--- src/rtl/sccb_init_sequencer.sv ---
`timescale 1ns/1ps
// ============================================================================
// sccb_init_sequencer
//
// Autonomous AXI4 write master that brings up a camera sensor through the
// SCCB master controller without CPU involvement. After a start pulse it:
//   1. writes the controller configuration region with a 2-beat burst
//      {1'b0, SLV_DVC_ADDR}, PRESCALER,
//   2. walks an external synchronous register ROM and, for every entry,
//      pushes a 3-beat SCCB write command (8'h03, sub_addr, data) into the
//      controller TX FIFO region.
// ROM entries:
//   16'hFFFF     end marker, sequence finishes
//   {8'hFE, n}   wait n * DELAY_UNIT_CYC clock cycles (n = 0 means no wait)
//   other        {sub_addr, data} register write
// After the last ROM index the sequence finishes even without an end marker.
//
// Optional feature macro: SCCB_INIT_RETRY_EN
//   defined     -> a non-OKAY response on a command burst re-issues the same
//                  entry up to 3 times; the 4th failure sets err_o
//   undefined   -> the first non-OKAY response sets err_o and finishes
//   Configuration burst errors always abort immediately.
//
// Ports:
//   clk, rst          single clock, asynchronous active-high reset
//   start_i           1-cycle start pulse, honoured only while idle
//   rom_addr_o        ROM index; rom_data_i is valid one cycle later
//   rom_data_i        {sub_addr[15:8], data[7:0]}
//   m_aw*             AXI4 write address channel (master side)
//   m_w*              AXI4 write data channel (master side)
//   m_b*              AXI4 write response channel (m_bid_i is ignored)
//   busy_o            sequence in progress
//   done_o            sticky, sequence finished; cleared by the next start
//   err_o             sticky, non-OKAY response seen; cleared by next start
//   cmd_cnt_o         number of SCCB commands acknowledged OKAY
// All outputs are registered.
// ============================================================================
module sccb_init_sequencer #(
    parameter logic [31:0] IP_CONF_BASE_ADDR = 32'h2000_0000,
    parameter logic [31:0] IP_TX_BASE_ADDR   = 32'h2100_0000,
    parameter int          DATA_W            = 8,
    parameter int          ADDR_W            = 32,
    parameter int          MST_ID_W          = 5,
    parameter int          TRANS_DATA_LEN_W  = 8,
    parameter int          TRANS_RESP_W      = 2,
    parameter int          MST_ID            = 0,
    parameter logic [6:0]  SLV_DVC_ADDR      = 7'h21,
    parameter logic [7:0]  PRESCALER         = 8'd0,
    parameter int          ROM_ADDR_W        = 6,
    parameter logic [31:0] DELAY_UNIT_CYC    = 32'd125_000
) (
    input  logic                        clk,
    input  logic                        rst,
    input  logic                        start_i,
    output logic [ROM_ADDR_W-1:0]       rom_addr_o,
    input  logic [15:0]                 rom_data_i,
    output logic [MST_ID_W-1:0]         m_awid_o,
    output logic [ADDR_W-1:0]           m_awaddr_o,
    output logic [TRANS_DATA_LEN_W-1:0] m_awlen_o,
    output logic                        m_awvalid_o,
    input  logic                        m_awready_i,
    output logic [DATA_W-1:0]           m_wdata_o,
    output logic                        m_wlast_o,
    output logic                        m_wvalid_o,
    input  logic                        m_wready_i,
    input  logic [MST_ID_W-1:0]         m_bid_i,
    input  logic [TRANS_RESP_W-1:0]     m_bresp_i,
    input  logic                        m_bvalid_i,
    output logic                        m_bready_o,
    output logic                        busy_o,
    output logic                        done_o,
    output logic                        err_o,
    output logic [ROM_ADDR_W:0]         cmd_cnt_o
);

    typedef enum logic [3:0] {
        IDLE,
        CONF_AW,
        CONF_W,
        CONF_B,
        ROM_RD,
        DECODE,
        CMD_AW,
        CMD_W,
        CMD_B,
        DELAY,
        FIN
    } state_t;

    localparam logic [ROM_ADDR_W-1:0]       IDX_ONE   = {{(ROM_ADDR_W-1){1'b0}}, 1'b1};
    localparam logic [ROM_ADDR_W:0]         CNT_ONE   = {{ROM_ADDR_W{1'b0}}, 1'b1};
    localparam logic [MST_ID_W-1:0]         MST_ID_V  = MST_ID_W'(MST_ID);
    localparam logic [ADDR_W-1:0]           CONF_ADDR = ADDR_W'(IP_CONF_BASE_ADDR);
    localparam logic [ADDR_W-1:0]           TX_ADDR   = ADDR_W'(IP_TX_BASE_ADDR);
    localparam logic [TRANS_DATA_LEN_W-1:0] CONF_LEN  = TRANS_DATA_LEN_W'(1);
    localparam logic [TRANS_DATA_LEN_W-1:0] CMD_LEN   = TRANS_DATA_LEN_W'(2);
    localparam logic [DATA_W-1:0]           CONF_B0   = DATA_W'({1'b0, SLV_DVC_ADDR});
    localparam logic [DATA_W-1:0]           CONF_B1   = DATA_W'(PRESCALER);
    localparam logic [DATA_W-1:0]           CMD_B0    = DATA_W'(8'h03);

    state_t                        state_q, state_n;
    logic [ROM_ADDR_W-1:0]         idx_q, idx_n;
    logic [1:0]                    beat_q, beat_n;
    logic [31:0]                   delay_q, delay_n;
    logic [7:0]                    sub_q, sub_n;
    logic [7:0]                    dat_q, dat_n;
    logic [MST_ID_W-1:0]           awid_q;
    logic [ADDR_W-1:0]             awaddr_q, awaddr_n;
    logic [TRANS_DATA_LEN_W-1:0]   awlen_q, awlen_n;
    logic                          awvalid_q, awvalid_n;
    logic [DATA_W-1:0]             wdata_q, wdata_n;
    logic                          wlast_q, wlast_n;
    logic                          wvalid_q, wvalid_n;
    logic                          bready_q, bready_n;
    logic                          busy_q, busy_n;
    logic                          done_q, done_n;
    logic                          err_q, err_n;
    logic [ROM_ADDR_W:0]           cmd_cnt_q, cmd_cnt_n;
    logic                          advance;
    logic                          resp_okay;
`ifdef SCCB_INIT_RETRY_EN
    logic [1:0]                    retry_q, retry_n;
`endif

    // The response ID carries no information for a single-ID master.
    logic unused_bid;
    assign unused_bid = ^m_bid_i;

    assign resp_okay = (m_bresp_i == '0);

    // State and datapath registers; every output is driven straight from here.
    always_ff @(posedge clk or posedge rst) begin
        if (rst) begin
            state_q   <= IDLE;
            idx_q     <= '0;
            beat_q    <= '0;
            delay_q   <= '0;
            sub_q     <= '0;
            dat_q     <= '0;
            awid_q    <= '0;
            awaddr_q  <= '0;
            awlen_q   <= '0;
            awvalid_q <= 1'b0;
            wdata_q   <= '0;
            wlast_q   <= 1'b0;
            wvalid_q  <= 1'b0;
            bready_q  <= 1'b0;
            busy_q    <= 1'b0;
            done_q    <= 1'b0;
            err_q     <= 1'b0;
            cmd_cnt_q <= '0;
`ifdef SCCB_INIT_RETRY_EN
            retry_q   <= '0;
`endif
        end else begin
            state_q   <= state_n;
            idx_q     <= idx_n;
            beat_q    <= beat_n;
            delay_q   <= delay_n;
            sub_q     <= sub_n;
            dat_q     <= dat_n;
            awid_q    <= MST_ID_V;
            awaddr_q  <= awaddr_n;
            awlen_q   <= awlen_n;
            awvalid_q <= awvalid_n;
            wdata_q   <= wdata_n;
            wlast_q   <= wlast_n;
            wvalid_q  <= wvalid_n;
            bready_q  <= bready_n;
            busy_q    <= busy_n;
            done_q    <= done_n;
            err_q     <= err_n;
            cmd_cnt_q <= cmd_cnt_n;
`ifdef SCCB_INIT_RETRY_EN
            retry_q   <= retry_n;
`endif
        end
    end

    // Next-state and next-output logic. Output registers are loaded one
    // cycle ahead so that each state sees its own outputs already asserted.
    always_comb begin
        state_n   = state_q;
        idx_n     = idx_q;
        beat_n    = beat_q;
        delay_n   = delay_q;
        sub_n     = sub_q;
        dat_n     = dat_q;
        awaddr_n  = awaddr_q;
        awlen_n   = awlen_q;
        awvalid_n = awvalid_q;
        wdata_n   = wdata_q;
        wlast_n   = wlast_q;
        wvalid_n  = wvalid_q;
        bready_n  = bready_q;
        done_n    = done_q;
        err_n     = err_q;
        cmd_cnt_n = cmd_cnt_q;
        advance   = 1'b0;
`ifdef SCCB_INIT_RETRY_EN
        retry_n   = retry_q;
`endif

        case (state_q)
            IDLE: begin
                if (start_i) begin
                    state_n   = CONF_AW;
                    done_n    = 1'b0;
                    err_n     = 1'b0;
                    cmd_cnt_n = '0;
                    idx_n     = '0;
                    awaddr_n  = CONF_ADDR;
                    awlen_n   = CONF_LEN;
                    awvalid_n = 1'b1;
                end
            end

            CONF_AW: begin
                if (m_awready_i) begin
                    awvalid_n = 1'b0;
                    wvalid_n  = 1'b1;
                    wdata_n   = CONF_B0;
                    wlast_n   = 1'b0;
                    beat_n    = 2'd0;
                    state_n   = CONF_W;
                end
            end

            CONF_W: begin
                if (m_wready_i) begin
                    if (beat_q == 2'd1) begin
                        wvalid_n = 1'b0;
                        wlast_n  = 1'b0;
                        bready_n = 1'b1;
                        state_n  = CONF_B;
                    end else begin
                        beat_n  = 2'd1;
                        wdata_n = CONF_B1;
                        wlast_n = 1'b1;
                    end
                end
            end

            CONF_B: begin
                if (m_bvalid_i) begin
                    bready_n = 1'b0;
                    if (resp_okay) begin
                        state_n = ROM_RD;
                    end else begin
                        err_n   = 1'b1;
                        state_n = FIN;
                    end
                end
            end

            // rom_addr_o already carries the index; data is sampled next cycle.
            ROM_RD: begin
                state_n = DECODE;
            end

            DECODE: begin
                if (rom_data_i == 16'hFFFF) begin
                    state_n = FIN;
                end else if (rom_data_i[15:8] == 8'hFE) begin
                    if (rom_data_i[7:0] == 8'd0) begin
                        advance = 1'b1;
                    end else begin
                        delay_n = 32'(rom_data_i[7:0]) * DELAY_UNIT_CYC;
                        state_n = DELAY;
                    end
                end else begin
                    sub_n     = rom_data_i[15:8];
                    dat_n     = rom_data_i[7:0];
                    awaddr_n  = TX_ADDR;
                    awlen_n   = CMD_LEN;
                    awvalid_n = 1'b1;
                    state_n   = CMD_AW;
`ifdef SCCB_INIT_RETRY_EN
                    retry_n   = '0;
`endif
                end
            end

            CMD_AW: begin
                if (m_awready_i) begin
                    awvalid_n = 1'b0;
                    wvalid_n  = 1'b1;
                    wdata_n   = CMD_B0;
                    wlast_n   = 1'b0;
                    beat_n    = 2'd0;
                    state_n   = CMD_W;
                end
            end

            CMD_W: begin
                if (m_wready_i) begin
                    case (beat_q)
                        2'd0: begin
                            beat_n  = 2'd1;
                            wdata_n = DATA_W'(sub_q);
                        end
                        2'd1: begin
                            beat_n  = 2'd2;
                            wdata_n = DATA_W'(dat_q);
                            wlast_n = 1'b1;
                        end
                        default: begin
                            wvalid_n = 1'b0;
                            wlast_n  = 1'b0;
                            bready_n = 1'b1;
                            state_n  = CMD_B;
                        end
                    endcase
                end
            end

            CMD_B: begin
                if (m_bvalid_i) begin
                    bready_n = 1'b0;
                    if (resp_okay) begin
                        cmd_cnt_n = cmd_cnt_q + CNT_ONE;
                        advance   = 1'b1;
                    end else begin
`ifdef SCCB_INIT_RETRY_EN
                        // Sub-address and data are still latched, so a retry
                        // goes straight back to the address phase.
                        if (retry_q != 2'd3) begin
                            retry_n   = retry_q + 2'd1;
                            awvalid_n = 1'b1;
                            state_n   = CMD_AW;
                        end else begin
                            err_n   = 1'b1;
                            state_n = FIN;
                        end
`else
                        err_n   = 1'b1;
                        state_n = FIN;
`endif
                    end
                end
            end

            // Leaves on the cycle the counter steps down to zero, so a load
            // of N keeps the sequencer here for exactly N cycles.
            DELAY: begin
                if (delay_q <= 32'd1) begin
                    delay_n = '0;
                    advance = 1'b1;
                end else begin
                    delay_n = delay_q - 32'd1;
                end
            end

            FIN: begin
                state_n = IDLE;
            end

            default: begin
                state_n = IDLE;
            end
        endcase

        // Moving past an entry: the last ROM index ends the sequence.
        if (advance) begin
            if (&idx_q) begin
                state_n = FIN;
            end else begin
                idx_n   = idx_q + IDX_ONE;
                state_n = ROM_RD;
            end
        end

        if (state_n == FIN) begin
            done_n = 1'b1;
        end

        busy_n = (state_n != IDLE);
    end

    assign rom_addr_o  = idx_q;
    assign m_awid_o    = awid_q;
    assign m_awaddr_o  = awaddr_q;
    assign m_awlen_o   = awlen_q;
    assign m_awvalid_o = awvalid_q;
    assign m_wdata_o   = wdata_q;
    assign m_wlast_o   = wlast_q;
    assign m_wvalid_o  = wvalid_q;
    assign m_bready_o  = bready_q;
    assign busy_o      = busy_q;
    assign done_o      = done_q;
    assign err_o       = err_q;
    assign cmd_cnt_o   = cmd_cnt_q;

endmodule

--- config.mk ---
export PLATFORM = sky130hd
export DESIGN_NAME = sccb_init_sequencer
export DESIGN_NICKNAME = d
export VERILOG_FILES = /design/src/rtl/sccb_init_sequencer.sv
export SDC_FILE = /design/constraint.sdc
export NUM_CORES = 1
export LEC_CHECK = 0
export BUFFER_PORTS_ARGS = -buffer_cell sky130_fd_sc_hd__buf_2
export CORE_AREA = 2 2 113 115
export CTS_BUF_LIST = sky130_fd_sc_hd__clkbuf_4
export CTS_CLUSTER_SIZE = 28
export DETAILED_ROUTE_END_ITERATION = 10
export DIE_AREA = 0 0 115 117
export PLACE_DENSITY_LB_ADDON = 0.3
export SLEW_MARGIN = 20
export SYNTH_ARGS = -nofsm -noshare
export SYNTH_HDL_FRONTEND = slang
export SYNTH_SLANG_ARGS = --single-unit
--- constraint.sdc ---
create_clock -name clk -period 3.8 [get_ports clk]
set_input_delay 0.57 -clock clk [delete_from_list [all_inputs] [get_ports clk]]
set_output_delay 0.57 -clock clk [all_outputs]
set_load 0.01 [all_outputs]
==> metrics.yaml <==
coreArea_um2: 12300
drt-initial-drc-count: 386
drive_gt1_frac: 0.223
num_vias: 5577
synth_xor_area_frac: 0.0314
syn_to_final_growth_pct: 12.4
clk_pin_slew_worst_paths_ns: 0.15
reg2reg_to: "delay_q[7]"
maxCapViolCount: 0
crit_family: "adder cells"
synth_commonest_cells: "dfrtp_1, nand2_1, ha_1, o21ai_0"
ys_async_sr_fraction: 1.00
gp_congestion: 0.908
final.period_utilization: 0.962
synth_simple_gate_area_frac: 0.184
cts_tree: "yes"
overflow: 0
ir_drop_uv: 382
critPathBufInv: 5
initial_utilization: 0.544
netlist.top_cell.by_area: "dfrtp_1"
skew_ns: 0.0222
ys_warn_count: 0
drc_errors: 0
cp_cell_sequence: "buf_2 > inv_8 > fa_1 > inv_2 > ha_4 > inv_2 > fa_1 > fa_1 > inv_2 > ha_4 > a2111oi_4 > a211oi_2 > o311ai_0 > nand2b_1 > xnor2_1 > o221ai_1"
cts_buffers: 9
syn_avg_cell_area_um2: 9.12
yosys_most_used_dff: "dfrtp_1"
port_buffers: 55
fmax_mhz: 274
via_per_inst: 5.71
slowest_delay_ns: 0.54
start_kind: "input pin"
finalHoldViolCount: 0
dr.pass1.iters: 7
multi_input_area_um2: 4240
rr_startpoint: "delay_q[17]"
fin_hold_ws_ns: 0.200
worstPathArrival_ns: 4.01
yosysMostFrequentCell: "dfrtp_1"
die_w_um: 115
grt_usage: 0.236
dp_cells: 958
synth_seq_area_share: 0.318
grt_pass1_vias: 5305
rows: 41
worst-r2r-setup-slack_ns: 0.77
ff2ff_path_depth: 7
grt_max_degree: 59
rsz0062_at_grt: "false"
clk-insertion-delay-late_ns: 0.49
muxShareOfSynthArea: 0.0434
grt_pass1_wl_um: 25200
ctsHtreeMaxLevel: 3
synth_top_cell_area_share: 0.318
cp.required_ns: 4.15
post_drt_wl_per_cell_um: 15.7
synth_fa_ha_area_frac: 0.167
relSlewSlack: 0.382
clockRootBuffer: "clkbuf_4"
synth_top_cells_by_area: "dfrtp_1, ha_1, fa_1"
layout_min_cycle_time_ns: 3.65
synth_top_family_by_area: "simple AND/OR/NAND/NOR gates"
synth-compound-area-share: 0.165
n_fill_cell: 1028
status: "finished clean"
p_leak_nw: 3.61
power.density_nw_per_um2: 566
fin_tns_setup_ns: 0
dp_hpwl_um: 11900
antenna_found_initial: 2
end_kind: "register"
hp-class: "input pin to asynchronous set/reset pin"
synth.distinct_cells: 74
criticalPathCategory: "input pin to register"
die_h_um: 117
critPathSlowestCell: "fa_1"
clock_path_buffers: 2
final_nets: 927
ant_nets: 0
netlist_area_um2: 6690
clock_sinks: 85
slew_viol_final: 0
cp_max_fo: 4
worst_pin_slew_ns: 0.924
regArea_um2: 2130
io-pin-count: 102
die_area_um2: 13500
setup_viol: 0
ys_ff_latch: 85
routed_wirelength_um: 15400
cts_setup_buffers: 0
synth-edff-count: 0
instances_no_fill: 976
syn_inst: 734
[sequential cells by signal, summed over array words and instances (netlist names)]
register     count
state_q          4
dat_q            8
m_wdata_o        8
m_awlen_o        1
beat_q           2
sub_q            8
m_wlast_o        1
done_o           1
busy_o           1
m_awaddr_o       2
m_awvalid_o      1
cmd_cnt_o        7
m_wvalid_o       1
m_bready_o       1
delay_q         32
rom_addr_o       6
err_o            1
[cell type report]
class | instances | area share
multi-input combinational | 574 | 0.564
sequential | 85 | 0.283
timing repair buffer | 101 | 0.0825
inverter | 48 | 0.0253
tap | 150 | 0.0249
clock inverter | 7 | 0.0115
clock buffer | 9 | 0.00898
antenna | 2 | 0.000665
[placed cells by master, fill, tap and decap left out, types with 9 or more instances in the layout]
cell,n
dfrtp_1,85
nand2_1,68
ha_1,57
buf_2,55
o21ai_0,49
nor2_1,47
buf_4,46
a21oi_1,43
inv_1,41
conb_1,41
mux2_2,24
nand3_1,20
fa_1,17
nor3_1,14
xnor2_1,14
nand2b_1,13
xor2_1,10
nor2b_1,9
clkbuf_4,9
[kinds of logic after synthesis]
family	count (synthesis)
AND/OR/NAND/NOR	234
AO/OA/AOI/OAI	170
buffers and inverters	115
flip-flops	85
adder cells (fa/ha/maj)	79
multiplexers	26
XOR/XNOR	24
other	1
[where the power goes]
group / internal (mW) / switching (mW) / total (mW) / leakage (nW)
logic: 1.07 / 1.17 / 2.23 / 2.49
clock network: 0.215 / 0.358 / 0.573 / 0.0810
registers: 1.17 / 0.283 / 1.45 / 1.03
total: 2.45 / 1.81 / 4.26 / 3.61
[worst reg2reg max path, delay by kind of cell (launching register included)]
kind	cells	cell delay [ns]
AO/OA/AOI/OAI	2	0.34
flip-flops	1	0.47
AND/OR/NAND/NOR	5	2.07
[metal layers]
metal	part of all wire	GRT usage
met2	0.49	0.400
met5	0	0
met3	0.049	0.0407
met1	0.45	0.310
met4	0.014	0.0787
[worst max-delay path by stage]
stage,startpoint,endpoint,slack [ns],cells past startpoint
after floorplan,rom_data_i[4],delay_q[21],-0.007,16
after global placement,rom_data_i[4],delay_q[22],-0.31,16
after detailed placement,rom_data_i[4],delay_q[22],-0.38,16
after CTS,rom_data_i[4],delay_q[22],0.14,16
after global routing,rom_data_i[4],delay_q[22],0.006,16
final,rom_data_i[4],delay_q[24],0.15,16
[repair_timing]
| item | 4_1_cts | 5_1_grt |
|---|---|---|
| endpoints found under the setup margin | 0 | 1 |
| resized for setup | 0 | 1 |
| hold buffers | 0 | 0 |
[per-stage QoR]
| step | cell area, um^2 | power, mW | util | setup WS (ns) |
|---|---|---|---|---|
| floorplan | 6980 | 3.06 | - | -0.00667 |
| global placement | 7360 | 3.57 | 0.598 | -0.311 |
| detailed placement | 7360 | 3.68 | 0.598 | -0.384 |
| CTS | 7510 | 4.26 | 0.610 | 0.141 |
| global route | 7520 | 4.61 | 0.611 | 0.00624 |
| finish | 7520 | 4.26 | 0.611 | 0.146 |
Power figures use the tool's default switching activity.
